===== config.mk =====
export PLATFORM = sky130hd
export DESIGN_NAME = vdp_host_port
export DESIGN_NICKNAME = d
export VERILOG_FILES = /design/src/rtl/vdp_pkg.sv /design/src/rtl/strobe_edge.sv /design/src/rtl/vdp_host_port.sv
export SDC_FILE = /design/constraint.sdc
export NUM_CORES = 1
export LEC_CHECK = 0
export ABC_AREA = 1
export CORE_MARGIN = 3
export CORE_UTILIZATION = 63
export DETAILED_ROUTE_END_ITERATION = 8
export DONT_BUFFER_PORTS = 1
export GPL_TIMING_DRIVEN = 0
export PLACE_DENSITY = 0.79
export SYNTH_ARGS = -nofsm -noshare
export SYNTH_HDL_FRONTEND = slang
export SYNTH_SLANG_ARGS = --single-unit

===== constraint.sdc =====
create_clock -name clk -period 2.3 [get_ports clk]
set_input_delay 0.575 -clock clk [delete_from_list [all_inputs] [get_ports clk]]
set_output_delay 0.575 -clock clk [all_outputs]
set_load 0.1 [all_outputs]

===== src/rtl/vdp_pkg.sv =====
`default_nettype none
// ============================================================================
// Module   : vdp_pkg
// Brief    : Shared codes, FSM encodings and status bit positions for the
//            VDP host port.
// Revision : 1.0
// ============================================================================
package vdp_pkg;

    localparam logic [1:0] CODE_VRAM_RD = 2'd0;
    localparam logic [1:0] CODE_VRAM_WR = 2'd1;
    localparam logic [1:0] CODE_REG_WR  = 2'd2;
    localparam logic [1:0] CODE_CRAM_WR = 2'd3;

    localparam int STAT_FRAME_BIT = 7;
    localparam int STAT_OVF_BIT   = 6;
    localparam int STAT_COLL_BIT  = 5;

    typedef enum logic [1:0] {
        ST_IDLE   = 2'd0,
        ST_RD_REQ = 2'd1,
        ST_RD_CAP = 2'd2
    } state_e;

    typedef enum logic [2:0] {
        EV_NONE    = 3'd0,
        EV_CTRL_WR = 3'd1,
        EV_DATA_WR = 3'd2,
        EV_DATA_RD = 3'd3,
        EV_CTRL_RD = 3'd4
    } event_e;

endpackage
`default_nettype wire


===== src/rtl/strobe_edge.sv =====
`default_nettype none
// ============================================================================
// Module   : strobe_edge
// Brief    : Rise/fall detector for a level strobe sampled on clk.
// Revision : 1.0
// ============================================================================
module strobe_edge (
    input  logic clk,
    input  logic rst_n,
    input  logic strobe,
    output logic rise,
    output logic fall
);

    logic r_prev;

    always_ff @(posedge clk or negedge rst_n) begin
        if (!rst_n) begin
            r_prev <= 1'b0;
        end else begin
            r_prev <= strobe;
        end
    end

    assign rise = strobe & ~r_prev;
    assign fall = ~strobe & r_prev;

endmodule
`default_nettype wire


===== src/rtl/vdp_host_port.sv =====
`default_nettype none
// ============================================================================
// Module   : vdp_host_port
// Brief    : Z80 control/data port responder: address/code decode, VRAM/CRAM
//            writes, prefetch reads, register writes and status flags.
// Revision : 1.0
// ============================================================================
module vdp_host_port
    import vdp_pkg::*;
#(
    parameter int VRAM_AW = 14
) (
    input  logic               clk,
    input  logic               rst_n,
    input  logic               control_wr,
    input  logic               control_rd,
    input  logic               data_wr,
    input  logic               data_rd,
    input  logic [7:0]         control_i,
    input  logic [7:0]         data_i,
    output logic [7:0]         control_o,
    output logic [7:0]         data_o,
    output logic [VRAM_AW-1:0] vram_addr,
    output logic               vram_we,
    output logic [7:0]         vram_wdata,
    input  logic [7:0]         vram_rdata,
    output logic [4:0]         cram_addr,
    output logic               cram_we,
    output logic [11:0]        cram_wdata,
    output logic               reg_we,
    output logic [3:0]         reg_addr,
    output logic [7:0]         reg_data,
    input  logic               frame_set,
    input  logic               ovf_set,
    input  logic               coll_set,
    input  logic               frame_irq_en,
    output logic               irq_n
);

    logic w_cw_rise, w_cw_fall, w_cr_rise, w_cr_fall;
    logic w_dw_rise, w_dw_fall, w_dr_rise, w_dr_fall;

    strobe_edge u_cw_edge (.clk(clk), .rst_n(rst_n), .strobe(control_wr), .rise(w_cw_rise), .fall(w_cw_fall));
    strobe_edge u_cr_edge (.clk(clk), .rst_n(rst_n), .strobe(control_rd), .rise(w_cr_rise), .fall(w_cr_fall));
    strobe_edge u_dw_edge (.clk(clk), .rst_n(rst_n), .strobe(data_wr),    .rise(w_dw_rise), .fall(w_dw_fall));
    strobe_edge u_dr_edge (.clk(clk), .rst_n(rst_n), .strobe(data_rd),    .rise(w_dr_rise), .fall(w_dr_fall));

    logic w_unused;
    assign w_unused = &{1'b0, w_cw_fall, w_cr_rise, w_dw_fall, w_dr_fall};

    state_e             r_state;
    logic [VRAM_AW-1:0] r_addr;
    logic [1:0]         r_code;
    logic               r_first_done;
    logic [7:0]         r_first_byte;
    logic [7:0]         r_cram_latch;
    logic               r_frame, r_ovf, r_coll;
    logic               r_pend_valid;
    event_e             r_pend_ev;
    logic [7:0]         r_pend_byte;

    event_e             w_ev;
    logic [7:0]         w_ev_byte;
    event_e             w_do_ev;
    logic [7:0]         w_do_byte;
    logic               w_clr;
    logic [VRAM_AW-1:0] w_cw_addr;
    logic [VRAM_AW-1:0] w_addr_inc;

    // Bus timing allows at most one new access per cycle; priority only matters off-spec.
    always_comb begin
        w_ev      = EV_NONE;
        w_ev_byte = 8'h00;
        if (w_cw_rise) begin
            w_ev      = EV_CTRL_WR;
            w_ev_byte = control_i;
        end else if (w_dw_rise) begin
            w_ev      = EV_DATA_WR;
            w_ev_byte = data_i;
        end else if (w_dr_rise) begin
            w_ev = EV_DATA_RD;
        end else if (w_cr_fall) begin
            w_ev = EV_CTRL_RD;
        end
    end

    assign w_do_ev    = r_pend_valid ? r_pend_ev   : w_ev;
    assign w_do_byte  = r_pend_valid ? r_pend_byte : w_ev_byte;
    assign w_clr      = (r_state == ST_IDLE) && (w_do_ev == EV_CTRL_RD);
    assign w_cw_addr  = VRAM_AW'({w_do_byte[5:0], r_addr[7:0]});
    assign w_addr_inc = r_addr + VRAM_AW'(1);

    always_comb begin
        control_o                 = 8'h00;
        control_o[STAT_FRAME_BIT] = r_frame;
        control_o[STAT_OVF_BIT]   = r_ovf;
        control_o[STAT_COLL_BIT]  = r_coll;
    end

    always_ff @(posedge clk or negedge rst_n) begin
        if (!rst_n) begin
            r_state      <= ST_IDLE;
            r_addr       <= '0;
            r_code       <= CODE_VRAM_RD;
            r_first_done <= 1'b0;
            r_first_byte <= 8'h00;
            r_cram_latch <= 8'h00;
            r_frame      <= 1'b0;
            r_ovf        <= 1'b0;
            r_coll       <= 1'b0;
            r_pend_valid <= 1'b0;
            r_pend_ev    <= EV_NONE;
            r_pend_byte  <= 8'h00;
            data_o       <= 8'h00;
            vram_addr    <= '0;
            vram_we      <= 1'b0;
            vram_wdata   <= 8'h00;
            cram_addr    <= 5'd0;
            cram_we      <= 1'b0;
            cram_wdata   <= 12'h000;
            reg_we       <= 1'b0;
            reg_addr     <= 4'd0;
            reg_data     <= 8'h00;
            irq_n        <= 1'b1;
        end else begin
            vram_we <= 1'b0;
            cram_we <= 1'b0;
            reg_we  <= 1'b0;

            // A set pulse coinciding with the read-clear keeps the flag.
            r_frame <= frame_set | (r_frame & ~w_clr);
            r_ovf   <= ovf_set   | (r_ovf   & ~w_clr);
            r_coll  <= coll_set  | (r_coll  & ~w_clr);
            irq_n   <= ~(r_frame & frame_irq_en);

            if (r_state != ST_IDLE) begin
                if (w_ev != EV_NONE && !r_pend_valid) begin
                    r_pend_valid <= 1'b1;
                    r_pend_ev    <= w_ev;
                    r_pend_byte  <= w_ev_byte;
                end
            end else if (r_pend_valid) begin
                if (w_ev != EV_NONE) begin
                    r_pend_ev   <= w_ev;
                    r_pend_byte <= w_ev_byte;
                end else begin
                    r_pend_valid <= 1'b0;
                end
            end

            case (r_state)
                ST_IDLE: begin
                    case (w_do_ev)
                        EV_CTRL_WR: begin
                            if (!r_first_done) begin
                                r_addr[7:0]  <= w_do_byte;
                                r_first_byte <= w_do_byte;
                                r_first_done <= 1'b1;
                            end else begin
                                r_first_done <= 1'b0;
                                r_addr       <= w_cw_addr;
                                r_code       <= w_do_byte[7:6];
                                if (w_do_byte[7:6] == CODE_VRAM_RD) begin
                                    vram_addr <= w_cw_addr;
                                    r_state   <= ST_RD_REQ;
                                end else if (w_do_byte[7:6] == CODE_REG_WR) begin
                                    reg_we   <= 1'b1;
                                    reg_addr <= w_do_byte[3:0];
                                    reg_data <= r_first_byte;
                                end
                            end
                        end
                        EV_DATA_WR: begin
                            r_first_done <= 1'b0;
                            data_o       <= w_do_byte;
                            r_addr       <= w_addr_inc;
                            if (r_code != CODE_CRAM_WR) begin
                                vram_addr  <= r_addr;
                                vram_wdata <= w_do_byte;
                                vram_we    <= 1'b1;
                            end else if (!r_addr[0]) begin
                                r_cram_latch <= w_do_byte;
                            end else begin
                                cram_we    <= 1'b1;
                                cram_addr  <= r_addr[5:1];
                                cram_wdata <= {w_do_byte[3:0], r_cram_latch};
                            end
                        end
                        EV_DATA_RD: begin
                            r_first_done <= 1'b0;
                            vram_addr    <= r_addr;
                            r_state      <= ST_RD_REQ;
                        end
                        EV_CTRL_RD: begin
                            r_first_done <= 1'b0;
                        end
                        default: ;
                    endcase
                end
                ST_RD_REQ: begin
                    r_state <= ST_RD_CAP;
                end
                ST_RD_CAP: begin
                    data_o  <= vram_rdata;
                    r_addr  <= w_addr_inc;
                    r_state <= ST_IDLE;
                end
                default: begin
                    r_state <= ST_IDLE;
                end
            endcase
        end
    end

endmodule
`default_nettype wire


==> flow_summary.toml, run 1 <==
[setup_path]
cp_top_family = "buffers and inverters"
path_buf_inv = 5
cp_max_fo = 10
cpMaxStageDelayCell = "dfrtp_1"
reg2reg_from = "r_pend_valid"
required_ns = 2.70
startpoint = "r_pend_valid"
critPathLaunchType = "flip-flop"
cp.arrival_ns = 2.49
cp_slowest_stage_delay_ns = 0.36
critPathKind = "reg2reg"
crit_chain = "buf_4 -> inv_2 -> buf_6 -> nand3_1 -> nand2_2 -> inv_1 -> nand3_1 -> nor2_1 -> nand2_2 -> clkinv_1 -> nand2_1 -> nand2_1"
endpoint_kind = "flip-flop"

[global_route]
grt_max_degree = 118
grt_pass1_vias = 4330
grt_pass1_wl_um = 21360
grt.overflow.total = 0
grt.total_usage_pct = 27.64
antenna_found_initial = 0

[flow_run]
maxCapViolations = 0

[timing]
clock.fmax_mhz = 477.4
max_slew_margin_pct = 36.76
drv_slew = 0
finalSetupViolCount = 0
skew_ns = 0.008778
hold_violations = 117
hold_ws_ns = -0.2518
setup_tns_ns = 0
rsz0062_at_grt = "no"
post-route-period-util_pct = 91.08
period_needed_ns = 2.095
worst_pin_slew_ns = 0.9486

[placed_design]
hpwl_um = 9120
io_buffers = 0
dpl.cell_count = 773
place_congestion = 0.8874

[synth]
yosysTopAreaCell = "dfrtp_1"
synth_cell_type_count = 39
synthTopCellsByArea = "dfrtp_1 53%, nand2_1 16%, o21ai_0 5.5%"
synth_most_common_cell = "nand2_1"
synth_top_area_share_pct = 52.58
syn_inst = 664
ys.flop_type = "dfrtp_1"
yosys_warnings = 0
avgSynthCellArea_um2 = 8.314
yosysSeqAreaShare_pct = 53.06
ys_seq_elements = 117
yosys-top-cells-count = "238 x nand2_1, 116 x dfrtp_1, 61 x o21ai_0"
synth-edff-count = 0
netlist_area_um2 = 5520
async_flop_share_pct = 100.0

[route]
drt_iter0_drc = 364
remaining_drc_errors = 0
avgRoutedWirePerCell_um = 16.43
drtAntennaViolNets = 0
num_vias = 4520
routed_wl_um = 13230
dr.pass1.iters = 6
drt-vias-per-instance = 5.615

[outcome]
failed_checks = "negative hold slack"
status = "complete, but fails checks"

[die]
rows = 33
die_y_um = 99.61
core_area_um2 = 8382
die_w_um = 99.61
initial_utilization_pct = 65.86
dieArea_um2 = 9921
ios = 105

[cts]
cts-htree-levels = 4
cts_tree = "done"
numCtsBuffers = 17
clk_latency_ns = 0.52
cts.path.max_buffers = 2
clk_pin_slew_ns = 0.06
cts_sinks = 117
post_cts_buffers = 0
cts_root_buf = "clkbuf_8"

[hold_path]
hold_class = "in2async"

[cells_and_area]
nFillCells = 613
diodes = 0
fin_cells = 805
drive_above_1_share_pct = 12.86
syn_to_final_growth_pct = 13.12
nets = 722
-- routing by layer --
| layer | global-route usage, % | share of wire (%) | up-vias |
|---|---|---|---|
| li1 | - | - | 2171 |
| met1 | 36.92 | 42 | 2136 |
| met2 | 43.75 | 48 | 179 |
| met3 | 7.994 | 8.1 | 34 |
| met4 | 9.034 | 2.2 | 0 |
| met5 | 0 | 0 | - |
-- per-stage QoR --
stage / utilization [%] / setup WS, ns / hold slack [ns] / instance area (um2)
after CTS: 74.41 / 0.1940 / -0.2654 / 6237
after global placement: 67.61 / 0.1258 / 0.2824 / 5667
after detailed placement: 67.61 / 0.07549 / 0.2817 / 5667
after global routing: 74.50 / 0.05798 / -0.2734 / 6245
final: 74.50 / 0.2051 / -0.2518 / 6245
after floorplan: - / 0.4711 / 0.2794 / 5535
-- kinds of logic (layout without fill, tap and decap cells) --
family / Yosys count / count (layout) / share of synthesized area, %
adder cells (fa/ha/maj): 1 / 1 / 0.2266
other: 1 / 5 / 0.06793
buffers and inverters: 84 / 116 / 7.366
flip-flops: 117 / 117 / 53.06
AND/OR/NAND/NOR: 343 / 343 / 27.15
XOR/XNOR: 9 / 9 / 1.428
AO/OA/AOI/OAI: 109 / 109 / 10.70
-- path summary, 6_finish.rpt --
check	to	slack (ns)	cells after the start
max	reg_data[5]	0.21	12
min reg2reg	irq_n	0.43	1
min	cram_wdata[2]	-0.25	0
max reg2reg	reg_data[5]	0.21	12
min in group clk	u_dw_edge.r_prev	0.08	0
max in group asynchronous	irq_n	2.38	0
-- registers in the layout (all words and copies together), names as in the netlist, 8 cells and up --
signal,cells
cram_wdata,12
data_o,8
r_addr,14
r_cram_latch,8
r_first_byte,8
r_pend_byte,8
reg_data,8
vram_addr,14
vram_wdata,8
-- area by class of cell --
type | count | area (um2) | area share (%)
Buffer | 31 | 206.4 | 3.306
Clock buffer | 18 | 417.9 | 6.692
Inverter | 53 | 200.2 | 3.206
Tap cell | 105 | 131.4 | 2.104
Multi-Input combinational cell | 467 | 2207 | 35.34
Sequential cell | 117 | 2929 | 46.90
Clock inverter | 14 | 152.6 | 2.444
-- placed cells by master, fill, tap and decap left out, types with 3 or more instances in the layout --
master,instances
nand3_1,27
inv_2,3
clkinv_4,3
o21ai_0,61
xor2_1,7
buf_2,11
clkinv_2,3
nor2_4,4
nand2_1,238
clkbuf_16,16
inv_6,3
conb_1,5
nor2_1,31
nor3_1,3
nand4_1,16
a31oi_1,3
clkbuf_1,5
clkinvlp_4,4
dfrtp_1,116
buf_4,10
o211ai_1,6
a21oi_1,19
o21ai_1,10
nand2_2,11
o21bai_1,8
inv_1,47
buf_6,5
-- timing repair --
item | 4_1_cts | 5_1_grt
hold endpoints to repair | 117 | 117
resized for setup | 0 | 1
endpoints found under the setup margin | 0 | 2
Power of run 1 is left out: the tool's default activity adds up to more than one toggle a clock period on the data nets, which glitch-free logic cannot reach.
==> inputs of run 2 (changes only) <==
--- a/config.mk
+++ b/config.mk
@@ -12,6 +12,7 @@
 export DONT_BUFFER_PORTS = 1
 export GPL_TIMING_DRIVEN = 0
 export PLACE_DENSITY = 0.79
+export REMOVE_ABC_BUFFERS = 1
 export SYNTH_ARGS = -nofsm -noshare
 export SYNTH_HDL_FRONTEND = slang
 export SYNTH_SLANG_ARGS = --single-unit
==> run 2 against run 1 <==
Effect of this change: the run still ends with negative hold slack left; first-iteration DRC count shrank 0.55%; register-to-register slack lost 0.04 ns; sequential share of layout area grew 0.79 points; routed wire length grew 2.0%; design area shrank 1.6%; critical path type unchanged; worst setup slack lost 0.039 ns; critical path depth shrank 4; cell count shrank 3.5%; die area is the same.
==> flow_summary.toml, run 2 (synthesis results as in run 1) <==
[timing]
clock.fmax_mhz = 468.6
period_needed_ns = 2.134
worst_pin_slew_ns = 0.9406
max_slew_margin_pct = 37.29
finalSetupViolCount = 0
hold_ws_ns = -0.2553
setup_tns_ns = 0
post-route-period-util_pct = 92.78
rsz0062_at_grt = "no"
setup_ws_ns = 0.1661
hold_violations = 117
drv_slew = 0
skew_ns = 0.01333

[setup_path]
worst_r2r_endpoint = "r_addr[13]"
startpoint = "r_pend_valid"
setup.worst_path.end = "r_addr[13]"
reg2reg_from = "r_pend_valid"
critPathKind = "reg2reg"
required_ns = 2.71
critPathLaunchType = "flip-flop"
cp_max_fo = 18
endpoint_kind = "flip-flop"
rrSetupSlack_ns = 0.17
cp.arrival_ns = 2.54
reg2reg_depth = 8

[placed_design]
hpwl_um = 8496
dpl.cell_count = 742
io_buffers = 0
post-place-ws_ns = -0.2467
place_congestion = 0.9042

[cts]
cts_tree = "done"
numCtsBuffers = 17
cts_root_buf = "clkbuf_8"
clk_latency_ns = 0.53
cts-htree-levels = 4
clk_pin_slew_ns = 0.06
cts_sinks = 117
cts.path.max_buffers = 2

[die]
ios = 105
rows = 33
die_w_um = 99.61
die_y_um = 99.61
core_area_um2 = 8382
initial_utilization_pct = 65.86
dieArea_um2 = 9921

[route]
drt-vias-per-instance = 5.958
remaining_drc_errors = 0
avgRoutedWirePerCell_um = 17.36
drtAntennaViolNets = 0
dr.pass1.iters = 5
routed_wl_um = 13490
drt_iter0_drc = 362
num_vias = 4629

[global_route]
antenna_found_initial = 0
grt_pass1_vias = 4515
grt_max_degree = 118
grt_pass1_wl_um = 21980
grt.total_usage_pct = 28.53
grt.overflow.total = 0

[cells_and_area]
fin_cells = 777
nets = 695
drive_above_1_share_pct = 10.71
layout_commonest_cell = "nand2_1"
syn_to_final_growth_pct = 11.29
diodes = 0
reg.largest.list = "r_addr: 14 flops, vram_addr: 14 flops, cram_wdata: 12 flops"
final_cell_mix = "237 x nand2_1, 115 x dfrtp_1, 61 x o21ai_0"

[hold_path]
hold_class = "in2async"

[flow_run]
maxCapViolations = 0

[outcome]
status = "complete, but fails checks"
failed_checks = "negative hold slack"
-- run 2: changes by cell type in the layout (fill, tap and decap cells not counted), moves of 3 or more --
cell,delta
buf_2,-11
buf_4,-7
buf_6,-5
clkbuf_1,-5
nand2_4,+3
-- run 2: layout make-up --
class,instances,area (um2)
sequential,117,2930
multi-input combinational,467,2242
fill,604,2238
clock buffer,17,414.1
inverter,53,206.4
clock inverter,14,176.4
tap,105,131.4
timing repair buffer,4,42.54
-- run 2: per-stage QoR --
stage | instance area, um2 | hold slack, ns | util (%)
2_1_floorplan | 5329 | 0.2794 | -
3_3_place_gp | 5460 | 0.2824 | 65.14
3_5_place_dp | 5460 | 0.2818 | 65.14
4_1_cts | 6112 | -0.2719 | 72.92
5_1_grt | 6143 | -0.2698 | 73.29
6_report | 6143 | -0.2553 | 73.29
-- run 2: repair_timing --
item	in CTS	in global routing
setup buffers	4	0
endpoints found under the hold margin	117	117
endpoints found under the setup margin	62	64
gates resized for setup	5	9
pin swaps	1	0
-- run 2: worst min-delay path by stage --
stage / start / slack (ns) / end / depth (start not counted)
2_1_floorplan: rst_n / 0.28 / cram_addr[0] / 0
3_3_place_gp: rst_n / 0.28 / reg_data[2] / 0
3_5_place_dp: rst_n / 0.28 / reg_data[2] / 0
4_1_cts: rst_n / -0.27 / reg_data[2] / 0
5_1_grt: rst_n / -0.27 / reg_data[2] / 0
6_report: rst_n / -0.26 / reg_we / 0
-- run 2: worst max-delay path, stage by stage (launching register included) --
cell and delay (ns):
dfrtp_2 0.48, inv_4 0.13, or2_0 0.26, nand2_4 0.17, nand4_2 0.18, nand3_2 0.33
nand2_1 0.26, nand2_1 0.14, nand2_1 0.07
-- run 2: per-layer routing --
metal / GRT usage, % / up-vias / routed length [um]
met5: 0 / - / 0
met4: 15.23 / 0 / 548
met3: 8.275 / 49 / 1089
met2: 46.49 / 227 / 6590
met1: 34.28 / 2234 / 5258
li1: - / 2119 / -
Power of run 2 is left out for the same reason.
==> inputs of run 3 (changes only) <==
--- a/config.mk
+++ b/config.mk
@@ -6,6 +6,7 @@
 export NUM_CORES = 1
 export LEC_CHECK = 0
 export ABC_AREA = 1
+export CORE_ASPECT_RATIO = 2
 export CORE_MARGIN = 3
 export CORE_UTILIZATION = 63
 export DETAILED_ROUTE_END_ITERATION = 8
==> run 3 against run 2 <==
Effect of this change: the flow still finishes with violations (negative hold slack); worst setup slack gained 0.0034 ns; critical endpoint is now cram_wdata[1]; critical path type unchanged; critical path depth grew 3; sequential share of layout area grew 0.11 points.
==> flow_summary.toml, run 3 (synthesis results as in run 1) <==
[cells_and_area]
nFillCells = 619
layout_commonest_cell = "nand2_1"
diodes = 0
final_cell_mix = "238 x nand2_1, 115 x dfrtp_1, 61 x o21ai_0"
drive_above_1_share_pct = 10.40
syn_to_final_growth_pct = 11.04
seq_area_um2 = 2930
multiInputGateArea_um2 = 2242
reg.largest.list = "r_addr: 14 flops, vram_addr: 14 flops, cram_wdata: 12 flops"
final_core_util_pct = 72.89
nets = 696

[cts]
cts_sinks = 117
clk_pin_slew_ns = 0.05
cts.path.max_buffers = 2
clk_latency_ns = 0.41
cts_root_buf = "clkbuf_16"
numCtsBuffers = 17
cts-htree-levels = 4
cts_tree = "done"

[route]
drtAntennaViolNets = 0
drt-vias-per-instance = 5.855
num_vias = 4514
drt_iter0_drc = 340
remaining_drc_errors = 0
routed_wl_um = 13230
dr.pass1.iters = 5
avgRoutedWirePerCell_um = 17.16

[outcome]
status = "complete, but fails checks"
failed_checks = "negative hold slack"

[global_route]
grt_pass1_wl_um = 21510
grt_pass1_vias = 4405
grt_max_degree = 118
antenna_found_initial = 0
grt.overflow.total = 0
grt.total_usage_pct = 27.98

[timing]
drv_slew = 0
period_needed_ns = 2.130
finalSetupViolCount = 0
rsz0062_at_grt = "no"
max_slew_margin_pct = 36.18
post-route-period-util_pct = 92.63
skew_ns = 0.007162
clock.fmax_mhz = 469.4
worst_pin_slew_ns = 0.9572
hold_ws_ns = -0.1427
hold_violations = 116

[setup_path]
endpoint_kind = "flip-flop"
cp.arrival_ns = 2.47
startpoint = "r_pend_valid"
cp_slowest_stage_delay_ns = 0.49
cpMaxStageDelayCell = "dfrtp_2"
rrSetupSlack_ns = 0.17
critPathLaunchType = "flip-flop"
reg2reg_from = "r_pend_valid"
critPathKind = "reg2reg"
required_ns = 2.64
crit_top_cell = "nand2_2"
crit_chain = "inv_4 -> nand3_1 -> nand2_2 -> nand2_2 -> nor2_4 -> nand2_2 -> clkinv_2 -> nand3_4 -> clkinv_2 -> nand2_1 -> nand2_1"
cp_max_fo = 23

[placed_design]
io_buffers = 0
place_congestion = 0.9064
hpwl_um = 8884

[die]
ios = 105
initial_utilization_pct = 65.64
dieArea_um2 = 9990
core_area_um2 = 8409
rows = 47
die_y_um = 138.4
die_w_um = 72.19

[hold_path]
hold_class = "in2async"

[flow_run]
maxCapViolations = 0
## run 3: cell types whose count changed in the layout (fill, tap and decap cells not counted), sizes merged
cell	before	now
bufinv	3	2
inv	54	49
clkbuf	17	22
buf	4	5
clkinv	8	7
clkinvlp	2	4
## run 3: worst paths after layout
check | end | depth (start not counted)
setup / recovery | cram_wdata[1] | 11
setup reg to reg | cram_wdata[1] | 11
min in group clk | u_dr_edge.r_prev | 0
hold reg to reg | cram_wdata[3] | 2
max in group asynchronous | irq_n | 0
hold / removal | reg_we | 0
## run 3: final cells by class
class / count / area share (%)
repair buffers: 5 / 0.8165
clock inverters: 9 / 1.674
multi-input cells: 467 / 36.58
inverters: 53 / 3.388
clock buffers: 22 / 7.736
flip-flops and latches: 117 / 47.81
well taps: 98 / 2.000
## run 3: timing repair
item                                   CTS  global route
gates resized for setup                  4             9
pin swaps                                1             0
endpoints found under the hold margin  116           116
setup endpoints to repair               44            57
buffers inserted                         5             0
gates cloned                             0             0
## run 3: worst max-delay path, delay by kind of cell (launching register included)
family,cells,cell delay [ns]
and+or+nand+nor,8,1.02
DFF,1,0.49
buffers and inverters,3,0.54
## run 3: metal layers
layer | vias to the layer above | global-route usage (%) | wire [um]
met4 | 0 | 14.87 | 521
li1 | 2118 | - | -
met2 | 197 | 48.58 | 7183
met1 | 2157 | 30.34 | 4697
met5 | - | 0 | 0
met3 | 42 | 6.831 | 827
## run 3: through the flow
step | cells | hold WS [ns] | instance area, um2 | setup TNS [ns] | setup slack, ns
5_1_grt | 771 | -0.1568 | 6130 | 0 | 0.03253
3_3_place_gp | 735 | 0.2818 | 5451 | -2.892 | -0.1649
3_5_place_dp | 735 | 0.2818 | 5451 | -5.982 | -0.2869
2_1_floorplan | 637 | 0.2794 | 5329 | 0 | 0.2847
4_1_cts | 771 | -0.1530 | 6095 | 0 | 0.01630
6_report | 771 | -0.1427 | 6130 | 0 | 0.1695
Power of run 3 is left out for the same reason.
